[src/rtl/adder_tree_pipe.sv]
// Pipelined N-input unsigned adder tree (LG register levels, full precision) with a frame accumulator.
// Optional macro ADDER_TREE_SAT_EN: accumulator clamps to all-ones on overflow instead of wrapping.
module adder_tree_pipe #(
  parameter int N_IN  = 4,
  parameter int IN_W  = 14,
  parameter int ACC_W = 24
) (
  input  logic                              clk,
  input  logic                              rst,
  input  logic                              in_valid,
  input  logic [N_IN*IN_W-1:0]              in_data,
  input  logic                              acc_mode,
  input  logic                              acc_clr,
  output logic                              out_valid,
  output logic [IN_W+$clog2(N_IN)-1:0]      sum,
  output logic                              acc_valid,
  output logic [ACC_W-1:0]                  acc,
  output logic                              acc_ovf
);
  localparam int LG = $clog2(N_IN);

  // Handshake: in_valid qualifies in_data for exactly one cycle; there is no backpressure,
  // so every valid set is accepted and emerges LG cycles later as out_valid, in order.
  genvar k, j;
  for (k = 1; k <= LG; k++) begin : g_lvl
    localparam int W = IN_W + k;
    localparam int M = N_IN >> k;

    logic [2*M*(W-1)-1:0] w_src;
    logic                 w_vin;
    logic [M*W-1:0]       w_nxt;
    logic [M*W-1:0]       r_d;
    logic                 r_v;

    if (k == 1) begin : g_src
      assign w_src = in_data;
      assign w_vin = in_valid;
    end else begin : g_src
      assign w_src = g_lvl[k-1].r_d;
      assign w_vin = g_lvl[k-1].r_v;
    end

    // Each pairwise add grows by one bit so the carry is never dropped.
    for (j = 0; j < M; j++) begin : g_add
      assign w_nxt[j*W +: W] = {1'b0, w_src[2*j*(W-1) +: W-1]}
                             + {1'b0, w_src[(2*j+1)*(W-1) +: W-1]};
    end

    always_ff @(posedge clk or posedge rst) begin
      if (rst) begin
        r_v <= 1'b0;
        r_d <= '0;
      end else begin
        r_v <= w_vin;
        if (w_vin) r_d <= w_nxt;
      end
    end
  end

  assign out_valid = g_lvl[LG].r_v;
  assign sum       = g_lvl[LG].r_d;

  logic             w_event;
  logic [ACC_W-1:0] w_sum_ext;
  logic [ACC_W:0]   w_add;
  logic [ACC_W-1:0] r_acc;
  logic             r_acc_ovf;
  logic             r_acc_valid;

  assign w_event   = out_valid & acc_mode;
  assign w_sum_ext = ACC_W'(sum);
  assign w_add     = {1'b0, r_acc} + {1'b0, w_sum_ext};

  always_ff @(posedge clk or posedge rst) begin
    if (rst) begin
      r_acc       <= '0;
      r_acc_ovf   <= 1'b0;
      r_acc_valid <= 1'b0;
    end else begin
      r_acc_valid <= w_event | acc_clr;
      if (acc_clr) begin
        r_acc     <= w_event ? w_sum_ext : '0;
        r_acc_ovf <= 1'b0;
      end else if (w_event) begin
        if (w_add[ACC_W]) r_acc_ovf <= 1'b1;
`ifdef ADDER_TREE_SAT_EN
        r_acc <= w_add[ACC_W] ? '1 : w_add[ACC_W-1:0];
`else
        r_acc <= w_add[ACC_W-1:0];
`endif
      end
    end
  end

  assign acc       = r_acc;
  assign acc_ovf   = r_acc_ovf;
  assign acc_valid = r_acc_valid;
endmodule

[config.mk]
export PLATFORM = sky130hd
export DESIGN_NAME = adder_tree_pipe
export DESIGN_NICKNAME = d
export VERILOG_FILES = /design/src/rtl/adder_tree_pipe.sv
export SDC_FILE = /design/constraint.sdc
export NUM_CORES = 1
export LEC_CHECK = 0
export ABC_AREA = 1
export CORE_MARGIN = 2
export CORE_UTILIZATION = 70
export DETAILED_ROUTE_END_ITERATION = 8
export DONT_BUFFER_PORTS = 1
export PLACE_DENSITY = 0.95
export SETUP_SLACK_MARGIN = 0.05
export SYNTH_ARGS = -nofsm -noshare
export SYNTH_HDL_FRONTEND = slang
export SYNTH_SLANG_ARGS = --single-unit
[constraint.sdc]
create_clock -name clk -period 3.4 [get_ports clk]
set_input_delay 0.34 -clock clk [delete_from_list [all_inputs] [get_ports clk]]
set_output_delay 0.34 -clock clk [all_outputs]
set_load 0.01 [all_outputs]
==> reports/metrics.yaml, run 1 <==
synth:
  ys_ff_latch: 74
  synthCells: 924
  synth_compound_area_share_pct: 11.02
  yosys.cell_types.count: 38
  synth_top_family_by_area: "simple AND/OR/NAND/NOR gates"
  synth_fa_ha_area_share_pct: 13.17
  yosysWarnings: 0
  synth_area_mm2: 0.006211
  postSynthNetCount: 1048
  synth-simple-area-share_pct: 35.82
  yosys-mux-area-fraction_pct: 0
  synth-seq-area-share_pct: 29.81
  synth-xor-area-share_pct: 2.679
  synth.avg_cell_area_um2: 6.722
pwr:
  leakage_nw: 3.518
  total_power_mw: 3.763
  ir_drop_uv: 253.3
  power.density_mw_per_mm2: 579.3
global_route:
  grt_pass1_vias: 5723
  met3_usage_pct: 5.727
  grtUsageTotal_pct: 31.42
  grt_first_pass_wirelength_um: 25210
  use_met2_pct: 56.48
  grt-busiest-layer: "met2"
  grt_max_degree: 45
  met1_usage_pct: 37.52
  grt_overflow_total: 0
  antenna_found_initial: 0
run_status:
  status: "finished, final reports clean"
layout:
  drive_gt1_share_pct: 5.178
  fin_area_mm2: 0.006496
  final_cell_mix: "304 x nand2_1, 100 x inv_1, 86 x nand3_1"
  num_antenna_cells: 0
  area_delta_synth_final_pct: 4.593
  nets: 1046
  fillers: 703
  final_common_cell: "nand2_1"
worst_setup_path:
  slowest_stage: "dfrtp_1"
  worstReg2RegStart: "sum[0]"
  crit_required_ns: 3.70
  r2r_slack_ns: 1.26
  cp.arrival_ns: 2.44
  crit_start: "sum[0]"
  reg2reg_depth: 14
  r2r-end: "acc[16]"
  crit_path_end: "acc[16]"
  crit_top_cell: "nand2_2"
  slowest_delay_ns: 0.46
  crit_fanout: 4
  critPathKind: "flop to flop"
  endpoint_kind: "flop"
  crit_chain: "ha_1, inv_1, fa_1, inv_1, nand3_1, nand3_1, nand2_1, nand2_2, nand2_2, nand2_2, nand2_2, nand2_1, nand2_1, nor2_1"
  cp-start-kind: "flop"
routing:
  drt-vias-per-instance: 5.810
  drtIter0Drc: 290
  drc: 0
  vias: 6013
  first_pass_iters: 5
  routedWlPerCell_um: 14.31
  postRouteAntennaNets: 0
  drt_wl_total_um: 14810
floorplan:
  pin_count: 104
  fp.dieH_um: 98.20
  die_w_um: 98.20
  rows: 34
  core_mm2: 0.008678
  start_util_pct: 71.57
  die_area_mm2: 0.009642
place:
  gp_congestion: 0.9478
  hpwl_um: 11520
  post-place-ws_ns: 1.321
  port-buffer-count: 0
  postPlaceCellArea_mm2: 0.006290
timing:
  rsz0062_at_grt: "no"
  worstMarginPinSlew_ns: 0.9750
  finalCritPeriodShare_pct: 62.86
  fin_skew_ns: 0.01466
  fin_tns_setup_ns: 0
  setup_viol_count_final: 0
  fin_ws_ns: 1.263
  period_needed_ns: 2.137
  slew_violations: 0
  hold_viol_final: 0
  slew_headroom_pct: 34.93
  max_freq_mhz: 467.9
  whs_ns: 0.04541
cts:
  cts_tree: "done"
  worstSkewPairLatency_ns: 0.36
  cts_resized: 0
  postCtsSetupRepairBufs: 0
  h-tree-depth: 3
  clock-sinks: 74
  cts_made_buffers: 9
  cts-root-buf: "clkbuf_8"
  cts.path.max_buffers: 2
  cts.clk_slew.worst_paths_ns: 0.09
worst_hold_path:
  min_path_type: "input port to async pin"
flow_run:
  cap_violations: 0
## metrics by stage
stage	utilization, %	instances
final	74.86	1035
after global routing	74.86	1035
after CTS	74.86	1035
after detailed placement	72.48	1018
after global placement	72.48	1018
after floorplan	-	924
## registers in the layout, indices dropped and copies added (netlist names)
name,cells
sum,16
acc_valid,1
acc_ovf,1
g_lvl.r_d,30
out_valid,1
g_lvl.r_v,1
acc,24
## worst max-delay path, delay by kind of cell, from the launching register on
| kind | cells | cell delay, ns |
|---|---|---|
| adder cells (fa/ha/maj) | 2 | 0.59 |
| flip-flops | 1 | 0.46 |
| AND/OR/NAND/NOR | 10 | 0.84 |
| buffers and inverters | 2 | 0.18 |
## area by class of cell
class | instances | area, µm² | share of cell area, %
Timing Repair Buffer | 3 | 25.02 | 0.3852
Tap cell | 108 | 135.1 | 2.080
Inverter | 105 | 394.1 | 6.067
Clock inverter | 4 | 51.30 | 0.7897
Sequential cell | 74 | 1852 | 28.51
Multi-Input combinational cell | 729 | 3894 | 59.94
Clock buffer | 12 | 145.1 | 2.234
## logic make-up (layout without fill, tap and decap cells)
| kind of cell | Yosys count | count (layout) |
|---|---|---|
| buf+inv | 121 | 124 |
| compound gates | 126 | 126 |
| simple gates | 521 | 521 |
| flops | 74 | 74 |
| fa+ha+maj | 63 | 63 |
| xor+xnor | 19 | 19 |
## routing by layer
metal | share of wire [%] | wire [µm]
met1 | 41 | 6065
met2 | 49 | 7324
met3 | 6.9 | 1021
met4 | 2.7 | 402
met5 | 0 | 0
## power by group
group	internal, mW	total (mW)	switching, mW
clock network	0.360	0.705	0.345
logic	0.625	1.74	1.11
registers	1.05	1.32	0.267
## synthesized netlist by cell type
cell | number | area, µm²
nand2_1 | 304 | 1141
inv_1 | 101 | 379.1
nand3_1 | 86 | 430.4
nor2_1 | 75 | 281.5
dfrtp_1 | 74 | 1852
ha_1 | 59 | 738.2
a21oi_1 | 56 | 280.3
o21ai_0 | 43 | 215.2
nand2_2 | 16 | 100.1
clkbuf_1 | 12 | 45.04
nand4_1 | 11 | 68.82
xor2_1 | 10 | 87.58
xnor2_1 | 9 | 78.83
nor3_1 | 8 | 40.04
a21o_1 | 7 | 52.55
nand3b_1 | 6 | 45.04
a31oi_1 | 5 | 31.28
fa_1 | 4 | 80.08
nor2_2 | 4 | 25.02
and2_1 | 3 | 18.77
buf_2 | 3 | 15.01
inv_2 | 3 | 11.26
nor3_2 | 3 | 30.03
o21ai_1 | 3 | 15.01
o21bai_1 | 3 | 22.52
a211oi_1 | 2 | 15.01
nand3_2 | 2 | 20.02
o21a_1 | 2 | 15.01
a21boi_0 | 1 | 7.510
a21oi_2 | 1 | 8.760
buf_6 | 1 | 11.26
clkinv_1 | 1 | 3.750
nor2_4 | 1 | 11.26
nor4_1 | 1 | 6.260
o211ai_1 | 1 | 7.510
o22ai_1 | 1 | 6.260
o31ai_1 | 1 | 7.510
or2_2 | 1 | 6.260
## worst min-delay path by stage
| stage | start | endpoint | cells after the start |
|---|---|---|---|
| 2_1_floorplan | g_lvl[1].r_v | out_valid | 0 |
| 3_3_place_gp | in_valid | g_lvl[1].r_v | 0 |
| 3_5_place_dp | in_valid | g_lvl[1].r_v | 0 |
| 4_1_cts | acc_clr | acc_ovf | 1 |
| 5_1_grt | acc_clr | acc_ovf | 1 |
| 6_report | rst | acc[11] | 1 |
## what timing repair did
action                                 4_1_cts  5_1_grt
endpoints found under the hold margin        1        0
hold buffers                                 1        0
setup endpoints to repair                    0        0
(Power assumes the default switching activity.)
==> run 2: changes to the inputs <==
- CORE_UTILIZATION: 70 -> 65
- PLACE_DENSITY: 0.95 -> 0.92
- clock period: 3.4 -> 2.2 ns (I/O delays scaled with it)
==> reports/metrics.yaml, run 2 (same netlist as run 1, synthesis figures left out) <==
routing:
  drt_wl_total_um: 15220  # was 14,810 µm
  drc: 0  # unchanged
  postRouteAntennaNets: 0  # unchanged
  drt-vias-per-instance: 5.727  # was 5.810
  vias: 6116  # was 6,013
  first_pass_iters: 5  # unchanged
  routedWlPerCell_um: 14.25  # was 14.31 µm
  drtIter0Drc: 346  # was 290
timing:
  fin_skew_ns: 0.01037  # was 0.01466 ns
  setup_viol_count_final: 0  # unchanged
  period_needed_ns: 2.005  # was 2.137 ns
  rsz0062_at_grt: "no"  # unchanged
  hold_viol_final: 0  # unchanged
  slew_violations: 0  # unchanged
  max_freq_mhz: 498.7  # was 467.9 MHz
  fin_tns_setup_ns: 0  # unchanged
  finalCritPeriodShare_pct: 91.14  # was 62.86%
  worstMarginPinSlew_ns: 0.5042  # was 0.9750 ns
  slew_headroom_pct: 66.35  # was 34.93%
global_route:
  grt_first_pass_wirelength_um: 25390  # was 25,210 µm
  antenna_found_initial: 0  # unchanged
  grt_pass1_vias: 5763  # was 5,723
  grtUsageTotal_pct: 30.59  # was 31.42%
  grt_overflow_total: 0  # unchanged
  grt_max_degree: 58  # was 45
run_status:
  status: "finished, final reports clean"  # unchanged
place:
  port-buffer-count: 0  # unchanged
  gp_congestion: 1.003  # was 0.9478
  postPlaceCellArea_mm2: 0.006404  # was 0.006290 mm²
  hpwl_um: 11700  # was 11,520 µm
worst_setup_path:
  critPathKind: "flop to flop"  # unchanged
  slowest_delay_ns: 0.48  # was 0.46 ns
  slowest_stage: "dfrtp_1"  # unchanged
  reg2reg_depth: 10  # was 14
  crit_chain: "ha_1, nand2_1, inv_1, nand2_2, nor2_2, nand4_1, nand3_2, nand3_1, nand2_1, nor2_1"  # was ha_1, inv_1, fa_1, inv_1, nand3_1, nand3_1, nand2_1, nand2_2, nand2_2, nand2_2, nand2_2, nand2_1, nand2_1, nor2_1
  path_delay_family: "simple AND/OR/NAND/NOR gates"  # unchanged
  crit_path_end: "acc[23]"  # was acc[16]
  r2r-end: "acc[23]"  # was acc[16]
  crit_fanout: 5  # was 4
  crit_start: "sum[12]"  # was sum[0]
  endpoint_kind: "flop"  # unchanged
  cp-start-kind: "flop"  # unchanged
  worstReg2RegStart: "sum[12]"  # was sum[0]
  cp.arrival_ns: 2.25  # was 2.44 ns
  crit_buf_inv: 1  # was 2
  r2r_slack_ns: 0.19  # was 1.26 ns
  crit_top_cell: "nand2_1"  # was nand2_2
  cp.depth: 10  # was 14
  crit_required_ns: 2.45  # was 3.70 ns
layout:
  final_common_cell: "nand2_1"  # unchanged
  drive_gt1_share_pct: 6.709  # was 5.178%
  final_cell_mix: "304 x nand2_1, 99 x inv_1, 85 x nand3_1"  # was 304 x nand2_1, 100 x inv_1, 86 x nand3_1
  num_antenna_cells: 0  # unchanged
  top_register: "g_lvl.r_d"  # unchanged
  nets: 1058  # was 1,046
  largest_register_ff_count: 30  # unchanged
  fin_area_mm2: 0.006680  # was 0.006496 mm²
  post-route-util_pct: 72.30  # was 74.86%
  area_delta_synth_final_pct: 7.554  # was 4.593%
floorplan:
  fp.dieH_um: 101.8  # was 98.20 µm
  start_util_pct: 67.22  # was 71.57%
  pin_count: 104  # unchanged
  die_area_mm2: 0.01035  # was 0.009642 mm²
  core_mm2: 0.009240  # was 0.008678 mm²
  rows: 35  # was 34
  die_w_um: 101.8  # was 98.20 µm
pwr:
  swShare_pct: 44.32  # was 45.78%
  combPwrFrac_pct: 46.5  # was 46.1%
  p_seq_share_pct: 32.8  # was 35.1%
  clkPwrFrac_pct: 20.8  # was 18.7%
  power.density_mw_per_mm2: 915.4  # was 579.3 mW/mm²
  leakage_nw: 3.598  # was 3.518 nW
  p_sw_mw: 2.710  # was 1.723 mW
  internal_power_mw: 3.405  # was 2.040 mW
  ir_drop_uv: 408.1  # was 253.3 µV
flow_run:
  cap_violations: 0  # unchanged
worst_hold_path:
  min_path_type: "input port to flop"  # was input port to async pin
  hold_depth: 2
cts:
  worstSkewPairLatency_ns: 0.36  # about the same
  clock-sinks: 74  # unchanged
  cts_made_buffers: 9  # unchanged
  cts_tree: "done"  # unchanged
  cts.clk_slew.worst_paths_ns: 0.07  # was 0.09 ns
  h-tree-depth: 3  # unchanged
  cts-root-buf: "clkbuf_8"  # unchanged
  cts.path.max_buffers: 2  # unchanged
## run 2: worst min path at each step
stage / startpoint / slack [ns] / endpoint
6_report: in_valid / 0.004 / g_lvl[1].r_d[25]
5_1_grt: in_valid / 0.003 / g_lvl[1].r_d[22]
4_1_cts: in_valid / 0.0008 / g_lvl[1].r_d[25]
3_5_place_dp: rst / 0.12 / out_valid
3_3_place_gp: rst / 0.12 / out_valid
2_1_floorplan: in_valid / 0.25 / g_lvl[1].r_v
## run 2: what timing repair did
| item | CTS | global route |
|---|---|---|
| endpoints found under the hold margin | 25 | 0 |
| buffers inserted | 0 | 0 |
| hold buffers | 3 | 0 |
| resized for setup | 0 | 5 |
| endpoints found under the setup margin | 0 | 3 |
## run 2: area by class of cell
cell class                 instances  area [µm²]
tap                              129       161.4
timing repair buffer              15       132.6
clock buffer                      11       131.4
inverter                         105       394.1
multi-input combinational        729        3906
clock inverter                     5       102.6
fill                             731        2560
sequential                        74        1852
## run 2: stage by stage
step	total power, mW	std cells	hold slack (ns)	worst slack [ns]
3_3_place_gp	4.662	1049	0.1199	0.2428
4_1_cts	6.054	1068	0.0008021	0.09341
6_report	6.115	1068	0.004142	0.1949
5_1_grt	6.581	1068	0.003443	0.06627
3_5_place_dp	4.756	1049	0.1205	0.1246
2_1_floorplan	4.104	924	0.2514	0.09838
## run 2: routing by layer
| metal | part of all wire (%) | wire length [µm] | GRT usage (%) |
|---|---|---|---|
| met1 | 41 | 6206 | 37.53 |
| met2 | 49 | 7387 | 53.24 |
| met3 | 8.1 | 1240 | 5.038 |
| met4 | 2.5 | 388 | 12.79 |
| met5 | 0 | 0 | 0 |
## run 2: power by group through the flow
stage / combinational (mW) / clock [mW] / sequential (mW)
2_1_floorplan: 2.17 / 0 / 1.93
3_5_place_dp: 2.74 / 0 / 2.02
3_3_place_gp: 2.65 / 0 / 2.01
6_report: 2.84 / 1.27 / 2.01
5_1_grt: 3.20 / 1.34 / 2.04
4_1_cts: 2.78 / 1.28 / 2.00
## run 2: worst register-to-register path, cell delays in order (launching register included)
cell	delay, ns
dfrtp_1	0.48
ha_1	0.44
nand2_1	0.12
inv_1	0.10
nand2_2	0.07
nor2_2	0.15
nand4_1	0.19
nand3_2	0.18
nand3_1	0.08
nand2_1	0.06
nor2_1	0.04
==> run 3: changes to the inputs <==
- PLACE_DENSITY: 0.92 -> unset
- PLACE_DENSITY_LB_ADDON: unset -> 0.3
==> reports/metrics.yaml, run 3 (same netlist as run 1, synthesis figures left out) <==
global_route:
  grt_max_degree: 54  # was 58
  grtUsageTotal_pct: 33.19  # was 30.59%
  grt_first_pass_wirelength_um: 27320  # was 25,390 µm
  grt_overflow_total: 0  # unchanged
  grt_pass1_vias: 6078  # was 5,763
  antenna_found_initial: 0  # unchanged
place:
  hpwl_um: 12720  # was 11,700 µm
  port-buffer-count: 0  # unchanged
  postPlaceCellArea_mm2: 0.006411  # was 0.006404 mm²
  gp_congestion: 0.9215  # was 1.003
pwr:
  power.density_mw_per_mm2: 918.2  # was 915.4 mW/mm²
  swShare_pct: 45.72  # was 44.32%
  leakage_nw: 3.599  # was 3.598 nW
  ir_drop_uv: 398.1  # was 408.1 µV
  internal_power_mw: 3.326  # was 3.405 mW
  p_sw_mw: 2.802  # was 2.710 mW
  total_power_mw: 6.128  # was 6.115 mW
  combPwrFrac_pct: 47.7  # was 46.5%
  p_seq_share_pct: 32.3  # was 32.8%
  clkPwrFrac_pct: 20.0  # was 20.8%
worst_setup_path:
  cp-start-kind: "flop"  # unchanged
  crit_start: "acc[0]"  # was sum[12]
  endpoint_kind: "flop"  # unchanged
  r2r-end: "acc[16]"  # was acc[23]
  crit_required_ns: 2.46  # was 2.45 ns
  r2r_slack_ns: 0.19  # about the same
  critPathKind: "flop to flop"  # unchanged
  crit_buf_inv: 2  # was 1
  cp.arrival_ns: 2.27  # was 2.25 ns
  crit_fanout: 3  # was 5
  path_delay_family: "simple AND/OR/NAND/NOR gates"  # unchanged
  worstReg2RegStart: "acc[0]"  # was sum[12]
  slowest_delay_ns: 0.42  # was 0.48 ns
  crit_chain: "ha_1, inv_1, fa_2, inv_2, nand3_1, nand3_2, nand2_1, nand2_2, nand2_2, nand2_2, nand2_2, nor2_1, nor2_1"  # was ha_1, nand2_1, inv_1, nand2_2, nor2_2, nand4_1, nand3_2, nand3_1, nand2_1, nor2_1
  reg2reg_depth: 13  # was 10
  crit_top_cell: "nand2_2"  # was nand2_1
  slowest_stage: "dfrtp_1"  # unchanged
routing:
  drtIter0Drc: 325  # was 346
  vias: 6104  # was 6,116
  drc: 0  # unchanged
  postRouteAntennaNets: 0  # unchanged
  drt-vias-per-instance: 5.710  # was 5.727
  drt_wl_total_um: 16250  # was 15,220 µm
  first_pass_iters: 5  # unchanged
  routedWlPerCell_um: 15.20  # was 14.25 µm
floorplan:
  start_util_pct: 67.22  # unchanged
  fp.dieH_um: 101.8  # unchanged
  rows: 35  # unchanged
  core_mm2: 0.009240  # unchanged
  die_w_um: 101.8  # unchanged
  die_area_mm2: 0.01035  # unchanged
  pin_count: 104  # unchanged
flow_run:
  cap_violations: 0  # unchanged
cts:
  cts.path.max_buffers: 2  # unchanged
  cts_tree: "done"  # unchanged
  cts.clk_slew.worst_paths_ns: 0.09  # was 0.07 ns
  postCtsSetupRepairBufs: 0  # unchanged
  cts-root-buf: "clkbuf_8"  # unchanged
  cts_made_buffers: 9  # unchanged
  h-tree-depth: 3  # unchanged
  clock-sinks: 74  # unchanged
  worstSkewPairLatency_ns: 0.36  # about the same
timing:
  period_needed_ns: 2.012  # was 2.005 ns
  fin_tns_setup_ns: 0  # unchanged
  slew_headroom_pct: 48.12  # was 66.35%
  setup_viol_count_final: 0  # unchanged
  finalCritPeriodShare_pct: 91.45  # was 91.14%
  rsz0062_at_grt: "no"  # unchanged
  max_freq_mhz: 497.0  # was 498.7 MHz
  fin_skew_ns: 0.01452  # was 0.01037 ns
  worstMarginPinSlew_ns: 0.7773  # was 0.5042 ns
  slew_violations: 0  # unchanged
  hold_viol_final: 0  # unchanged
layout:
  drive_gt1_share_pct: 6.809  # was 6.709%
  top_register: "g_lvl.r_d"  # unchanged
  num_antenna_cells: 0  # unchanged
  fin_area_mm2: 0.006674  # was 0.006680 mm²
  post-route-util_pct: 72.23  # was 72.30%
  final_cell_mix: "304 x nand2_1, 99 x inv_1, 85 x nand3_1"  # unchanged
  nets: 1059  # was 1,058
  area_delta_synth_final_pct: 7.454  # was 7.554%
  largest_register_ff_count: 30  # unchanged
  final_common_cell: "nand2_1"  # unchanged
worst_hold_path:
  hold_end: "acc[2]"  # was g_lvl[1].r_d[25]
  worstHoldStart: "acc_clr"  # was in_valid
  min_path_type: "input port to flop"  # unchanged
  hold_depth: 2  # unchanged
run_status:
  status: "finished, final reports clean"  # unchanged
run 3: changes by cell type in the layout (fill, tap and decap cells not counted), sizes merged:
cell / delta
bufinv: -1
clkbuf: -2
buf: +1
inv: +2
clkinvlp: +1
run 3: power groups by stage:
stage / clock (mW) / sequential (mW) / combinational, mW
after CTS: 1.24 / 1.98 / 2.87
final: 1.23 / 1.98 / 2.92
after global placement: 0 / 1.99 / 2.75
after detailed placement: 0 / 2.00 / 2.84
after global routing: 1.30 / 2.01 / 3.31
after floorplan: 0 / 1.93 / 2.17
run 3: cell type report:
type / count / area, µm²
timing repair buffer: 16 / 140.1
multi-input combinational: 729 / 3901
fill: 754 / 2566
inverter: 105 / 394.1
clock inverter: 7 / 101.3
clock buffer: 9 / 123.9
tap: 129 / 161.4
sequential: 74 / 1852
run 3: per-layer routing:
layer  track usage, %  wire (µm)  up-vias
li1                 -          -     3045
met1            38.84       6567     2805
met2            60.83       8209      213
met3            4.279        973       41
met4            13.72        504        0
met5                0          0        -
run 3: timing repair:
item,CTS,global route
resized for setup,0,3
setup endpoints to repair,0,5
hold buffers,3,0
endpoints found under the hold margin,27,0
run 3: how the worst max path moves through the flow:
stage                     endpoint  slack (ns)  cells past startpoint
after CTS                  acc[20]        0.08                     14
final                      acc[16]        0.19                     13
after global routing       acc[16]        0.06                     13
after detailed placement   acc[20]        0.11                     14
after floorplan             acc[0]         0.1                      1
after global placement     acc[23]        0.23                     10
run 3: through the flow:
| stage | setup slack (ns) | cells | hold WS (ns) |
|---|---|---|---|
| after floorplan | 0.09838 | 924 | 0.2514 |
| after global placement | 0.2297 | 1050 | 0.1569 |
| after detailed placement | 0.1076 | 1050 | 0.1616 |
| after CTS | 0.08464 | 1069 | 0.003685 |
| after global routing | 0.05525 | 1069 | 0.003673 |
| final | 0.1881 | 1069 | 0.01494 |
run 3: worst reg2reg max path, cell delays in order (launching register included):
cell and delay, ns:
dfrtp_1 0.42, ha_1 0.20, inv_1 0.07, fa_2 0.37, inv_2 0.08, nand3_1 0.08, nand3_2 0.11, nand2_1 0.09
nand2_2 0.10, nand2_2 0.06, nand2_2 0.11, nand2_2 0.06, nor2_1 0.11, nor2_1 0.06
==> edit 1 (flow settings as in run 2) <==
Put a register stage on the output `sum`, with the module's reset. The value now appears one clock later. The other outputs are not delayed to match.
--- a/src/rtl/adder_tree_pipe.sv
+++ b/src/rtl/adder_tree_pipe.sv
@@ -18,6 +18,8 @@
   output logic                              acc_ovf
 );
   localparam int LG = $clog2(N_IN);
+
+  logic [IN_W+$clog2(N_IN)-1:0] sum_d;
 
   // Handshake: in_valid qualifies in_data for exactly one cycle; there is no backpressure,
   // so every valid set is accepted and emerges LG cycles later as out_valid, in order.
@@ -58,7 +60,7 @@
   end
 
   assign out_valid = g_lvl[LG].r_v;
-  assign sum       = g_lvl[LG].r_d;
+  assign sum_d     = g_lvl[LG].r_d;
 
   logic             w_event;
   logic [ACC_W-1:0] w_sum_ext;
@@ -68,7 +70,7 @@
   logic             r_acc_valid;
 
   assign w_event   = out_valid & acc_mode;
-  assign w_sum_ext = ACC_W'(sum);
+  assign w_sum_ext = ACC_W'(sum_d);
   assign w_add     = {1'b0, r_acc} + {1'b0, w_sum_ext};
 
   always_ff @(posedge clk or posedge rst) begin
@@ -95,5 +97,13 @@
   assign acc       = r_acc;
   assign acc_ovf   = r_acc_ovf;
   assign acc_valid = r_acc_valid;
+  always_ff @(posedge clk or posedge rst) begin
+    if (rst) begin
+      sum <= '0;
+    end else begin
+      sum <= sum_d;
+    end
+  end
+
 endmodule
 
Behaviour: not the same (Yosys sat finds a counterexample within 4 cycles, from zero or initial values and one cycle with rst high).
==> edit 1 against run 2 <==
Sequential cell count increased by 16. Clock skew down 0.0053 ns. Count of clock-buffer cells in the layout shrank 1. Die area grew 7.9%. Via count is 3.9% higher. Synthesized area up 8.3%. Wire length increased by 6.7%. Setup slack gained 0.013 ns. Power grew 9.7%. Critical endpoint is now acc[16]$_DFFE_PP0P_. Design area grew 7.8%.
==> edit 1: results (changes against run 2) <==
Peak VDD IR 0.478 mV (+17%); HP Class in2reg; slowest cell delay on critical path 0.43 ns (-0.05 ns); max reg flops 46 (+53%); Top reg by flops g_lvl.r_d; Crit path max-delay family simple AND/OR/NAND/NOR gates; DP Wirelength 12200 um (+4.1%); hold path startpoint in_valid; total track usage 0.296 (-0.0104); first-pass GRT wire length 27000 um (+6.4%); Worst Tran Pin Value 1.03 ns (+0.523 ns); final hold vios 0 (unchanged); largest net degree at the start of global routing 91 (+57%); Gate Count Post-Synth 961 (+4.0%); Clock Pin Slew Worst Setup and Hold Paths 0.09 ns (+0.02 ns); H-tree depth 3 (unchanged); Place WS 0.148 ns (+0.0233 ns); top cells by area, synth dfrtp_1 (33%), nand2_1 (17%), ha_1 (11%), nand3_1 (6.3%), inv_1 (5.9%); CTS Buffer Depth 2 (unchanged); CP max FO 3 (-2); static leakage 3.85 nW (+7.0%); Distinct cells, synth 39 (+2.6%); share of cells above drive strength 1 0.0738 (+0.00675); number of DRC markers in iteration 0 446 (+29%); Critical R2R Capture acc[16]$_DFFE_PP0P_; RR Startpoint acc[0]$_DFFE_PP0P_; Tot Pwr 6.71 mW (+9.7%); WL/cell 14.6 um (+2.6%); register share of total power 0.365 (+0.037); Clk power 1.38 mW (+9%); vias in the first global route 6017 (+4.4%); post-synthesis async set-or-reset flop share 1.00 (unchanged); status completed; Via-to-Cell Ratio 5.72 (-0.11%); Psw 2.89 mW (+6.5%); Vias 6355 (+3.9%); GPL Wtd Cong 0.961 (-4.2%); Post-synth top cells nand2_1 (313), inv_1 (105), dfrtp_1 (90); CP arrival 2.26 ns; register area share after synthesis 0.335 (+0.0367); R2R cell count 13 (+3); setup slack, reg-to-reg roughly 0.21 ns; clk_skew 0.00509 ns (-0.00528 ns); slowest CP cell dfrtp_1; WHS Endpoint g_lvl[1].r_d[2]$_DFFE_PP0P_; Syn. warnings 0 (unchanged); Inst Count DP 1088 (+3.7%)
[edit 1: changes by cell type in the layout (fill, tap and decap cells not counted), sizes merged, moves of 3 or more]
cell   before  now
a31oi       5    9
buf        12    9
dfrtp      74   90
inv       104  110
nand2     320  331
nand3      88   93
nor2       80   87
nor3       11    8
o21ai      46   39
xor2       10    6
[edit 1: logic make-up (layout without fill, tap and decap cells)]
logic type | count (synthesis) | after routing | synth area share
AND/OR/NAND/NOR | 543 | 543 | 0.350
AO/OA/AOI/OAI | 122 | 122 | 0.0995
adder cells (fa/ha/maj) | 63 | 63 | 0.122
buffers and inverters | 127 | 141 | 0.0733
XOR/XNOR | 16 | 16 | 0.0208
flip-flops | 90 | 90 | 0.335
[edit 1: metrics by stage]
step           hold slack [ns]  area [sq um]
6_report              0.000258          7200
5_1_grt                 0.0133          7200
4_1_cts                0.00127          7160
3_5_place_dp             0.254          6890
3_3_place_gp             0.254          6890
2_1_floorplan            0.251          6730
[edit 1: layout make-up]
| type | count | area [sq um] |
|---|---|---|
| Timing Repair Buffer | 14 | 130 |
| Clock buffer | 10 | 128 |
| Fill cell | 824 | 2980 |
| Sequential cell | 90 | 2250 |
| Multi-Input combinational cell | 744 | 3990 |
| Inverter | 111 | 420 |
| Tap cell | 136 | 170 |
| Clock inverter | 6 | 114 |
[edit 1: timing repair]
action                                 4_1_cts  5_1_grt
endpoints found under the hold margin       99        3
setup endpoints to repair                    0        5
hold buffers                                 3        2
setup buffers                                0        2
resized for setup                            0        4
[edit 1: worst max path at each step]
stage | startpoint | to | slack [ns] | cells after the start
after floorplan | acc[0]$_DFFE_PP0P_ | acc[20]$_DFFE_PP0P_ | 0.36 | 13
after global placement | acc[0]$_DFFE_PP0P_ | acc[16]$_DFFE_PP0P_ | 0.21 | 13
after detailed placement | acc[0]$_DFFE_PP0P_ | acc[16]$_DFFE_PP0P_ | 0.15 | 13
after CTS | acc[0]$_DFFE_PP0P_ | acc[16]$_DFFE_PP0P_ | 0.1 | 14
after global routing | acc[3]$_DFFE_PP0P_ | acc[22]$_DFFE_PP0P_ | 0.02 | 11
final | acc[0]$_DFFE_PP0P_ | acc[16]$_DFFE_PP0P_ | 0.21 | 13
[edit 1: worst reg2reg max path, stage by stage (launching register included)]
cell     delay (ns)
dfrtp_1        0.43
ha_2           0.22
inv_1          0.05
fa_2           0.36
inv_2          0.09
nand3_1        0.10
nand3_2        0.13
nand2_1        0.07
nand2_2        0.07
nand2_2        0.06
nand2_4        0.08
nand2_2        0.05
nor2_1         0.11
nor2_1         0.05
[edit 1: layer usage]
metal,track usage,wire length [um]
met2,0.528,7970
met3,0.0346,909
met4,0.115,496
met1,0.364,6870
met5,0,0
==> edit 2 (settings of run 2) <==
Made on the original files. The parameter `N_IN` goes from 4 to 8.
--- a/src/rtl/adder_tree_pipe.sv
+++ b/src/rtl/adder_tree_pipe.sv
@@ -1,7 +1,7 @@
 // Pipelined N-input unsigned adder tree (LG register levels, full precision) with a frame accumulator.
 // Optional macro ADDER_TREE_SAT_EN: accumulator clamps to all-ones on overflow instead of wrapping.
 module adder_tree_pipe #(
-  parameter int N_IN  = 4,
+  parameter int N_IN  = 8,
   parameter int IN_W  = 14,
   parameter int ACC_W = 24
 ) (
Interface: changed (resized in_data and sum); port bits go from 104 to 161. The function was not compared with the original's and may differ.
==> edit 2 against run 2 <==
Sequential power increased by 90%. Clock power increased by 120%. Synthesized area increased by 86%. Power increased by 120%. Setup slack got worse by 0.016 ns. Sequential cell count increased by 64. Non-clock buffer count increased by 14. Design area increased by 89%. Wire length increased by 93%. Cell count increased by 84%. Synthesized cell count increased by 85%. Combinational power increased by 130%. Critical path type unchanged.
==> edit 2: results (changes against run 2) <==
WL/cell 14.9 um (+4.8%); Inst Count DP 1933 (+84%); logic gate share of total power 0.498 (+0.033); vias in the first global route 10500 (+83%); Place WS 0.160 ns (+0.0353 ns); CP arrival 2.34 ns (+0.09 ns); share of cells above drive strength 1 0.0568 (-0.0103); H-tree depth 4 (+1); total track usage 0.321 (+0.0153); Clock power frac 0.213 (+0.005); top cells by area, synth dfrtp_1 (30%), nand2_1 (19%), ha_1 (13%), nand3_1 (7.7%), inv_1 (5.3%); post-synth top area share 0.298 (about the same); clk_lat worst skew 0.43 ns (+0.07 ns); register area share after synthesis 0.298 (about the same); GPL Wtd Cong 0.976 (-2.8%); static leakage 6.68 nW (+86%); first-pass GRT wire length 48100 um (+89%); power density over the cells 1050 nW/um^2 (+15%); largest net degree at the start of global routing 48 (-17%); Critical R2R Capture acc[11]$_DFFE_PP0P_; RR Startpoint sum[3]$_DFFE_PP0P_; Post-synth top cells nand2_1 (582), nand3_1 (178), inv_1 (163); final hold slack 0.0135 ns (+0.00932 ns); status completed; Filler cells 1429 (+95%); DP Wirelength 22800 um (+95%)
## edit 2: cell types whose count changed after synthesis, moves of 7 or more
cell,before,now
nand2_1,304,582
o21ai_0,43,84
and2_1,3,10
inv_1,101,163
nand4_1,11,23
nor2_1,75,138
ha_1,59,119
a21oi_1,56,109
xnor2_1,9,21
buf_2,3,11
nand3_1,86,178
dfrtp_1,74,138
## edit 2: layout make-up
cell class / instances / area, sq um / share of cell area
Tap cell: 225 / 282 / 0.0223
Inverter: 165 / 623 / 0.0494
Multi-Input combinational cell: 1380 / 7390 / 0.587
Clock buffer: 19 / 453 / 0.0359
Timing Repair Buffer: 29 / 275 / 0.0218
Clock inverter: 13 / 126 / 0.0100
Sequential cell: 138 / 3450 / 0.274
## edit 2: metal layers
layer | wire (um) | GRT usage
met5 | 0 | 0
met1 | 12300 | 0.393
met3 | 2090 | 0.0611
met4 | 1070 | 0.150
met2 | 14000 | 0.546
## edit 2: cell families after synthesis
kind of cell	synth area share
fa+ha+maj	0.142
xor+xnor	0.0235
flops	0.298
buf+inv	0.0644
compound gates	0.111
simple gates	0.360
## edit 2: how the worst max path moves through the flow
stage | slack [ns] | endpoint | startpoint | depth (start not counted)
after floorplan | 0.26 | acc[0]$_DFFE_PP0P_ | rst | 1
after global placement | 0.21 | acc[20]$_DFFE_PP0P_ | acc[0]$_DFFE_PP0P_ | 12
after detailed placement | 0.16 | acc[20]$_DFFE_PP0P_ | acc[0]$_DFFE_PP0P_ | 12
after CTS | 0.15 | g_lvl[2].r_d[24]$_DFFE_PP0P_ | g_lvl[1].r_d[30]$_DFFE_PP0P_ | 11
after global routing | 0.05 | g_lvl[2].r_d[8]$_DFFE_PP0P_ | g_lvl[1].r_d[0]$_DFFE_PP0P_ | 11
final | 0.18 | acc[11]$_DFFE_PP0P_ | sum[3]$_DFFE_PP0P_ | 10
## edit 2: stage by stage
step / area (sq um) / util
floorplan: 11600 / -
global placement: 12000 / 0.689
detailed placement: 12000 / 0.689
CTS: 12600 / 0.725
global route: 12600 / 0.726
finish: 12600 / 0.726
## edit 2: what timing repair did
| item | 4_1_cts | 5_1_grt |
|---|---|---|
| gates resized for setup | 0 | 8 |
| setup buffers | 0 | 0 |
| endpoints found under the hold margin | 83 | 0 |
| setup endpoints to repair | 0 | 9 |
| hold buffers | 4 | 0 |
## edit 2: critical path, cell delays in order (launching register included)
cell	delay, ns
dfrtp_1	0.46
ha_1	0.39
nand2_1	0.13
nor2_2	0.24
nand3_1	0.16
nand2_2	0.17
nand2_1	0.08
nand3_1	0.08
nand3_1	0.08
nand2_1	0.07
nand2_1	0.05
